File: src/rtl/dmem_arbiter_if.sv
// dmem_arbiter_if
//   Bundles the three buses around the data-memory arbiter: the pipeline
//   (EX/MEM) request bus, the auxiliary requester bus and the datamemory port.
//   Modports:
//     slave  - the arbiter: takes pipeline/aux requests and m_rdata, and drives
//              p_rdata/p_stall, the aux response and the m_* memory controls
//     master - the environment around the arbiter (pipeline, aux master, memory)
//   Parameters DATA_W / DM_ADDRESS must match those of the arbiter instance.
interface dmem_arbiter_if #(
  parameter int DATA_W     = 32,
  parameter int DM_ADDRESS = 9
);
  logic                  p_rd;
  logic                  p_wr;
  logic [DM_ADDRESS-1:0] p_addr;
  logic [DATA_W-1:0]     p_wdata;
  logic [2:0]            p_func3;
  logic [DATA_W-1:0]     p_rdata;
  logic                  p_stall;

  logic                  a_req;
  logic                  a_we;
  logic [DM_ADDRESS-1:0] a_addr;
  logic [DATA_W-1:0]     a_wdata;
  logic [2:0]            a_func3;
  logic                  a_gnt;
  logic                  a_rvalid;
  logic [DATA_W-1:0]     a_rdata;

  logic                  m_rd;
  logic                  m_wr;
  logic [DM_ADDRESS-1:0] m_addr;
  logic [DATA_W-1:0]     m_wdata;
  logic [2:0]            m_func3;
  logic [DATA_W-1:0]     m_rdata;

  modport slave (
    input  p_rd, p_wr, p_addr, p_wdata, p_func3,
    output p_rdata, p_stall,
    input  a_req, a_we, a_addr, a_wdata, a_func3,
    output a_gnt, a_rvalid, a_rdata,
    output m_rd, m_wr, m_addr, m_wdata, m_func3,
    input  m_rdata
  );

  modport master (
    output p_rd, p_wr, p_addr, p_wdata, p_func3,
    input  p_rdata, p_stall,
    output a_req, a_we, a_addr, a_wdata, a_func3,
    input  a_gnt, a_rvalid, a_rdata,
    input  m_rd, m_wr, m_addr, m_wdata, m_func3,
    output m_rdata
  );
endinterface

File: src/rtl/dmem_arbiter.sv
// dmem_arbiter
//   Shares the single MEM-stage data-memory port between the pipeline (EX/MEM,
//   always preferred) and an auxiliary master (debug/loader/DMA) that uses
//   free cycles. If the aux master loses STARVE_LIM consecutive cycles, the
//   next cycle is a forced aux slot and the pipeline is stalled for that one
//   cycle only.
//   Ports:
//     clk            - clock, all state on rising edge
//     reset          - asynchronous, active-low reset
//     bus            - dmem_arbiter_if.slave (pipeline, aux and datamemory buses)
//     perf_stall_cnt - cycles with p_stall = 1 (16-bit saturating)
//     perf_aux_cnt   - aux grants (16-bit saturating)
//   Optional feature macro: DMEM_ARB_PERF_EN enables the performance counters;
//   when undefined both counter outputs are tied to zero and no flops exist.
module dmem_arbiter #(
  parameter int DATA_W     = 32,
  parameter int DM_ADDRESS = 9,
  parameter int STARVE_LIM = 4
) (
  input  logic                clk,
  input  logic                reset,
  dmem_arbiter_if.slave       bus,
  output logic [15:0]         perf_stall_cnt,
  output logic [15:0]         perf_aux_cnt
);

  typedef enum logic [1:0] {IDLE, WAIT, FORCE} state_t;

  localparam int CNT_W = $clog2(STARVE_LIM + 1);
  localparam logic [CNT_W-1:0] LIM_M1   = CNT_W'(STARVE_LIM - 1);
  localparam logic [CNT_W-1:0] LIM_FULL = CNT_W'(STARVE_LIM);

  state_t                state;
  state_t                state_nxt;
  logic [CNT_W-1:0]      starve_cnt;
  logic [CNT_W-1:0]      starve_nxt;
  logic                  p_act;
  logic                  aux_gnt;
  logic                  aux_rd_gnt;
  logic                  stall;
  logic                  m_rd_c;
  logic                  m_wr_c;
  logic [DM_ADDRESS-1:0] m_addr_c;
  logic [DATA_W-1:0]     m_wdata_c;
  logic [2:0]            m_func3_c;
  logic                  rvalid_q;
  logic [DATA_W-1:0]     rdata_q;

  assign p_act      = bus.p_rd | bus.p_wr;
  assign aux_rd_gnt = aux_gnt & ~bus.a_we;

  // State register and starvation counter.
  always_ff @(posedge clk or negedge reset) begin
    if (!reset) begin
      state      <= IDLE;
      starve_cnt <= '0;
    end else begin
      state      <= state_nxt;
      starve_cnt <= starve_nxt;
    end
  end

  // Next-state logic. The counter only survives a cycle in which aux is
  // requesting and losing to the pipeline; any grant or withdrawal clears it.
  // Reaching STARVE_LIM lost cycles schedules the forced slot for the next
  // cycle, which also covers STARVE_LIM = 1 straight from IDLE.
  always_comb begin
    state_nxt  = IDLE;
    starve_nxt = '0;
    case (state)
      IDLE, WAIT: begin
        if (bus.a_req && p_act) begin
          starve_nxt = (starve_cnt == LIM_FULL) ? starve_cnt : starve_cnt + 1'b1;
          state_nxt  = (starve_cnt == LIM_M1) ? FORCE : WAIT;
        end
      end
      default: begin
        state_nxt  = IDLE;
        starve_nxt = '0;
      end
    endcase
  end

  // Output logic: grant, stall and the memory-port mux. The pipeline path is
  // purely combinational so it sees no added latency.
  always_comb begin
    aux_gnt   = (state == FORCE) ? bus.a_req : (bus.a_req & ~p_act);
    stall     = (state == FORCE) & bus.a_req & p_act;
    m_rd_c    = bus.p_rd;
    m_wr_c    = bus.p_wr;
    m_addr_c  = bus.p_addr;
    m_wdata_c = bus.p_wdata;
    m_func3_c = bus.p_func3;
    if (aux_gnt) begin
      m_rd_c    = ~bus.a_we;
      m_wr_c    = bus.a_we;
      m_addr_c  = bus.a_addr;
      m_wdata_c = bus.a_wdata;
      m_func3_c = bus.a_func3;
    end
  end

  // Aux read response: capture the combinational memory data on the grant
  // cycle and pulse a_rvalid in the following cycle. Writes get no response.
  always_ff @(posedge clk or negedge reset) begin
    if (!reset) begin
      rvalid_q <= 1'b0;
      rdata_q  <= '0;
    end else begin
      rvalid_q <= aux_rd_gnt;
      if (aux_rd_gnt) begin
        rdata_q <= bus.m_rdata;
      end
    end
  end

  assign bus.a_gnt    = aux_gnt;
  assign bus.p_stall  = stall;
  assign bus.p_rdata  = bus.m_rdata;
  assign bus.a_rvalid = rvalid_q;
  assign bus.a_rdata  = rdata_q;
  assign bus.m_rd     = m_rd_c;
  assign bus.m_wr     = m_wr_c;
  assign bus.m_addr   = m_addr_c;
  assign bus.m_wdata  = m_wdata_c;
  assign bus.m_func3  = m_func3_c;

`ifdef DMEM_ARB_PERF_EN
  logic [15:0] stall_cnt_q;
  logic [15:0] aux_cnt_q;

  // Saturating performance counters: stalled cycles and aux grants.
  always_ff @(posedge clk or negedge reset) begin
    if (!reset) begin
      stall_cnt_q <= '0;
      aux_cnt_q   <= '0;
    end else begin
      if (stall && (stall_cnt_q != 16'hFFFF)) begin
        stall_cnt_q <= stall_cnt_q + 16'd1;
      end
      if (aux_gnt && (aux_cnt_q != 16'hFFFF)) begin
        aux_cnt_q <= aux_cnt_q + 16'd1;
      end
    end
  end

  assign perf_stall_cnt = stall_cnt_q;
  assign perf_aux_cnt   = aux_cnt_q;
`else
  assign perf_stall_cnt = '0;
  assign perf_aux_cnt   = '0;
`endif

endmodule
File: src/flat_wrapper.sv
// flat-port wrapper written by rule: the top's interface ports become plain ports
module dmem_arbiter_flat 
#(
  parameter int DATA_W     = 32,
  parameter int DM_ADDRESS = 9,
  parameter int STARVE_LIM = 4
)
  (clk, reset, perf_stall_cnt, perf_aux_cnt, bus_p_rd, bus_p_wr, bus_p_addr, bus_p_wdata, bus_p_func3, bus_p_rdata, bus_p_stall, bus_a_req, bus_a_we, bus_a_addr, bus_a_wdata, bus_a_func3, bus_a_gnt, bus_a_rvalid, bus_a_rdata, bus_m_rd, bus_m_wr, bus_m_addr, bus_m_wdata, bus_m_func3, bus_m_rdata);
  dmem_arbiter_if #(.DATA_W(DATA_W), .DM_ADDRESS(DM_ADDRESS)) bus_i ();
  input  logic clk;
  input  logic reset;
  output logic [15:0] perf_stall_cnt;
  output logic [15:0] perf_aux_cnt;
  input wire logic [$bits(bus_i.p_rd)-1:0] bus_p_rd;
  input wire logic [$bits(bus_i.p_wr)-1:0] bus_p_wr;
  input wire logic [$bits(bus_i.p_addr)-1:0] bus_p_addr;
  input wire logic [$bits(bus_i.p_wdata)-1:0] bus_p_wdata;
  input wire logic [$bits(bus_i.p_func3)-1:0] bus_p_func3;
  output wire logic [$bits(bus_i.p_rdata)-1:0] bus_p_rdata;
  output wire logic [$bits(bus_i.p_stall)-1:0] bus_p_stall;
  input wire logic [$bits(bus_i.a_req)-1:0] bus_a_req;
  input wire logic [$bits(bus_i.a_we)-1:0] bus_a_we;
  input wire logic [$bits(bus_i.a_addr)-1:0] bus_a_addr;
  input wire logic [$bits(bus_i.a_wdata)-1:0] bus_a_wdata;
  input wire logic [$bits(bus_i.a_func3)-1:0] bus_a_func3;
  output wire logic [$bits(bus_i.a_gnt)-1:0] bus_a_gnt;
  output wire logic [$bits(bus_i.a_rvalid)-1:0] bus_a_rvalid;
  output wire logic [$bits(bus_i.a_rdata)-1:0] bus_a_rdata;
  output wire logic [$bits(bus_i.m_rd)-1:0] bus_m_rd;
  output wire logic [$bits(bus_i.m_wr)-1:0] bus_m_wr;
  output wire logic [$bits(bus_i.m_addr)-1:0] bus_m_addr;
  output wire logic [$bits(bus_i.m_wdata)-1:0] bus_m_wdata;
  output wire logic [$bits(bus_i.m_func3)-1:0] bus_m_func3;
  input wire logic [$bits(bus_i.m_rdata)-1:0] bus_m_rdata;
  assign bus_i.p_rd = bus_p_rd;
  assign bus_i.p_wr = bus_p_wr;
  assign bus_i.p_addr = bus_p_addr;
  assign bus_i.p_wdata = bus_p_wdata;
  assign bus_i.p_func3 = bus_p_func3;
  assign bus_p_rdata = bus_i.p_rdata;
  assign bus_p_stall = bus_i.p_stall;
  assign bus_i.a_req = bus_a_req;
  assign bus_i.a_we = bus_a_we;
  assign bus_i.a_addr = bus_a_addr;
  assign bus_i.a_wdata = bus_a_wdata;
  assign bus_i.a_func3 = bus_a_func3;
  assign bus_a_gnt = bus_i.a_gnt;
  assign bus_a_rvalid = bus_i.a_rvalid;
  assign bus_a_rdata = bus_i.a_rdata;
  assign bus_m_rd = bus_i.m_rd;
  assign bus_m_wr = bus_i.m_wr;
  assign bus_m_addr = bus_i.m_addr;
  assign bus_m_wdata = bus_i.m_wdata;
  assign bus_m_func3 = bus_i.m_func3;
  assign bus_i.m_rdata = bus_m_rdata;
  dmem_arbiter #(.DATA_W(DATA_W), .DM_ADDRESS(DM_ADDRESS), .STARVE_LIM(STARVE_LIM)) u_core (.clk(clk), .reset(reset), .bus(bus_i), .perf_stall_cnt(perf_stall_cnt), .perf_aux_cnt(perf_aux_cnt));
endmodule
File: config.mk
export PLATFORM = sky130hd
export DESIGN_NAME = dmem_arbiter_flat
export DESIGN_NICKNAME = d
export VERILOG_FILES = /design/src/rtl/dmem_arbiter_if.sv /design/src/rtl/dmem_arbiter.sv /design/src/flat_wrapper.sv
export SDC_FILE = /design/constraint.sdc
export NUM_CORES = 1
export LEC_CHECK = 0
export CAP_MARGIN = 0
export CORE_AREA = 2 2 105 107
export DETAILED_ROUTE_END_ITERATION = 16
export DIE_AREA = 0 0 107 109
export GPL_ROUTABILITY_DRIVEN = 0
export PLACE_DENSITY = 0.72
export SETUP_SLACK_MARGIN = 0.05
export SYNTH_ARGS = -nofsm -noshare
export SYNTH_HDL_FRONTEND = slang
export SYNTH_SLANG_ARGS = --single-unit
File: constraint.sdc
create_clock -name clk -period 4.6 [get_ports clk]
set_clock_uncertainty 0.05 [all_clocks]
set_input_delay 0.92 -clock clk [delete_from_list [all_inputs] [get_ports clk]]
set_output_delay 0.92 -clock clk [all_outputs]
set_load 0.02 [all_outputs]
==> results.cfg <==
[outcome]
status = completed

[routing]
route.detailed.wl_per_inst_um = 15.68
drc = 0
finalWirelength_um = 8829
initialDrtViolationCount = 82
detailedRoute.firstPassIterationCount = 3
dr_total_vias = 2259
post_drt_via_cell_ratio = 4.012
antenna_violating_nets_post_route = 0

[setup_path]
cp_data_arrival_time_ps = 2880
crit_slowest_cell = sky130_fd_sc_hd__clkdlybuf4s50_1
most_common_cell_type_on_the_critical_path = sky130_fd_sc_hd__clkdlybuf4s50_1
worst_path_dominant_cell_family = buffers and inverters
timing.critical_path.cells = clkdlybuf4s50_1 -> nor2_2 -> o21ai_4 -> buf_12 -> mux2_2 -> clkdlybuf4s50_1
crit_type = input port to primary output
max_stage_delay_ps = 570
ff2ff_setup_slack_ps = 2680
critical_path.reg2reg.endpoint = u_core.bus.a_rdata[19]
critical_path.endpoint_type = primary output
path_max_fanout = 45
worst_ep_required_time_ps = 3630
worstSetupStartpointType = input port
cp_num_buf_inv = 3
reg2reg_from = u_core.state[1]
reg2reg_depth = 4

[power_and_ir_drop]
intPower_uw = 915.7
switchingPower_uw = 445.2
vdd.ir_drop.worst_mv = 0.2278
leak_uw = 0.001977
power.switching_fraction_pct = 32.71
power_frac_clock_pct = 21.2
comb_power_share_pct = 46.7
power-per-cell-area_nw_per_um2 = 282.4
seq_power_share_pct = 32.1

[sta]
fmax_mhz = 259.5
finalMaxSlewViolations = 0
layout_worst_path_cycle_share_pct = 83.76
final-setup-viol-count = 0
worst_slew_margin_rel_pct = 42.52
tmin_final_ps = 3853
worst_hold_slack_ps = 458.4
final_hold_viol_count = 0
tns_ps = 0
unrepaired_setup_endpoints_after_global_routing = no
worst_slew_pin_slew_ps = 862.2

[cells_and_area]
multiInputGateArea_um2 = 1147
mostFrequentLayoutCell = sky130_fd_sc_hd__clkdlybuf4s50_1
post-route-cell-area_um2 = 4818
antenna-diode-count = 0
final_cell_mix = sky130_fd_sc_hd__clkdlybuf4s50_1, sky130_fd_sc_hd__mux2_2, sky130_fd_sc_hd__dfrtp_1
final_layout_size_suffix_gt1_share_pct = 21.51
syn_to_final_growth_pct = 86.58
layout.core_utilization_pct = 45.44
finalNonFillerCells = 563
area.sequential_um2 = 950.9
layout.filler_cells = 1021
design.final.nets = 551

[hold_path]
hold_path_startpoint = u_core.bus.a_rdata[8]
whs_path_depth = 1
min_delay_worst_endpoint = u_core.bus.a_rdata[8]
hp-class = register to register

[floorplanning]
fp-row-count = 38
floorplan_die_height_um = 109
die_x_um = 107
initial_core_util_pct = 24.36
pin_count = 271
design.die.area_um2 = 11660
core_region_area_um2 = 10600

[yosys]
most_used_flip_flop_cell_after_synthesis = sky130_fd_sc_hd__dfrtp_1
post_synth_num_cell_types = 24
syn-mean-instance-area_um2 = 12.01
portion_of_the_post_synthesis_area_used_by_sequential_elements_pct = 36.82
ys_warn_count = 0
asyncSetResetFlopFracSynth_pct = 100.0
netlist_instances = 215
synth-seq-cells = 38
synth_enable_flop_cells = 0
post_synth_instance_area_um2 = 2582

[clock_network]
cts_tree = built
ctsHoldBuffers = 0
numCtsBuffers = 5
worst_setup_hold_path_clk_slew_ps = 90
postCtsSetupBuffers = 0
numClockSinks = 38
cts-root-buf = sky130_fd_sc_hd__clkbuf_8
clk_latency_ps = 280
cts-resized-gates = 0
h-tree-depth = 2
cts_max_path_buffers = 2

[placed_design]
dpl_cell_area_um2 = 4705
placed_instances = 555
detailed_place_hpwl_um = 7390
buffer_ports.inserted = 238

[global_routing]
grt_overflow = 0
grt_antenna_before_repair = 0
grt_start_max_net_pins = 46
first_global_vias = 2322
grt_first_pass_wirelength_um = 12670
gr-usage-all-layers_pct = 14.06

[run]
maxCapViolCount = 0
routing by layer:
layer | GRT usage (%) | wire length [um]
met1 | 16.61 | 3489
met2 | 24.80 | 4294
met3 | 4.722 | 945
met4 | 3.154 | 100
met5 | 0 | 0
layout make-up:
type | count | share of cell area [%]
Clock buffer | 5 | 1.428
Clock inverter | 3 | 0.9348
Inverter | 7 | 0.5453
Multi-Input combinational cell | 130 | 23.81
Sequential cell | 38 | 19.74
Tap cell | 140 | 3.635
Timing Repair Buffer | 240 | 49.91
worst reg2reg max path: cells and delay by family, from the launching register on:
kind | cells | cell delay, ps
mux | 1 | 370
compound gates | 1 | 470
flops | 1 | 390
buf+inv | 1 | 380
simple gates | 1 | 150
stage by stage:
stage,worst slack [ps],power [uW]
global placement,776.0,1073
floorplan,1773,762.6
CTS,746.3,1378
global route,674.5,1433
detailed placement,746.2,1081
finish,747.1,1361
worst max path at each step:
stage	end	cells after the start	from	slack, ps
2_1_floorplan	bus_m_rd	5	bus_p_wr	1770
3_3_place_gp	bus_m_func3[0]	6	bus_p_wr	780
3_5_place_dp	bus_m_addr[1]	6	bus_p_rd	750
4_1_cts	bus_m_addr[1]	6	bus_p_rd	750
5_1_grt	bus_m_addr[0]	6	bus_p_rd	670
6_report	bus_m_addr[0]	6	bus_p_rd	750
flip-flops by register name, indices dropped and copies added, names as in the netlist:
register and cells:
u_core.state 2, u_core.bus.a_rvalid 1, u_core.bus.a_rdata 32, u_core.starve_cnt 3
synthesized netlist by cell type, drive strengths merged (2+ instances only):
master | instances | area, um^2
nand2 | 2 | 7.510
ha | 3 | 37.54
dfrtp | 38 | 950.9
o21ai | 4 | 42.53
nor2 | 4 | 17.52
a21oi | 2 | 10.01
buf | 71 | 574.3
mux2 | 76 | 855.8
inv | 7 | 26.27
power groups by stage:
stage / logic (uW) / clock network, uW / registers, uW
floorplan: 239 / 0 / 523
global placement: 634 / 0 / 439
detailed placement: 638 / 0 / 444
CTS: 641 / 299 / 438
global route: 670 / 316 / 447
finish: 635 / 288 / 437
cells by family after synthesis:
logic type / share of synthesized area, %
other: 0.1452
XOR/XNOR: 0.3392
adder cells (fa/ha/maj): 1.454
AND/OR/NAND/NOR: 2.520
AO/OA/AOI/OAI: 2.325
flip-flops: 36.82
buffers and inverters: 23.26
multiplexers: 33.14
Power figures use the tool's default switching activity.
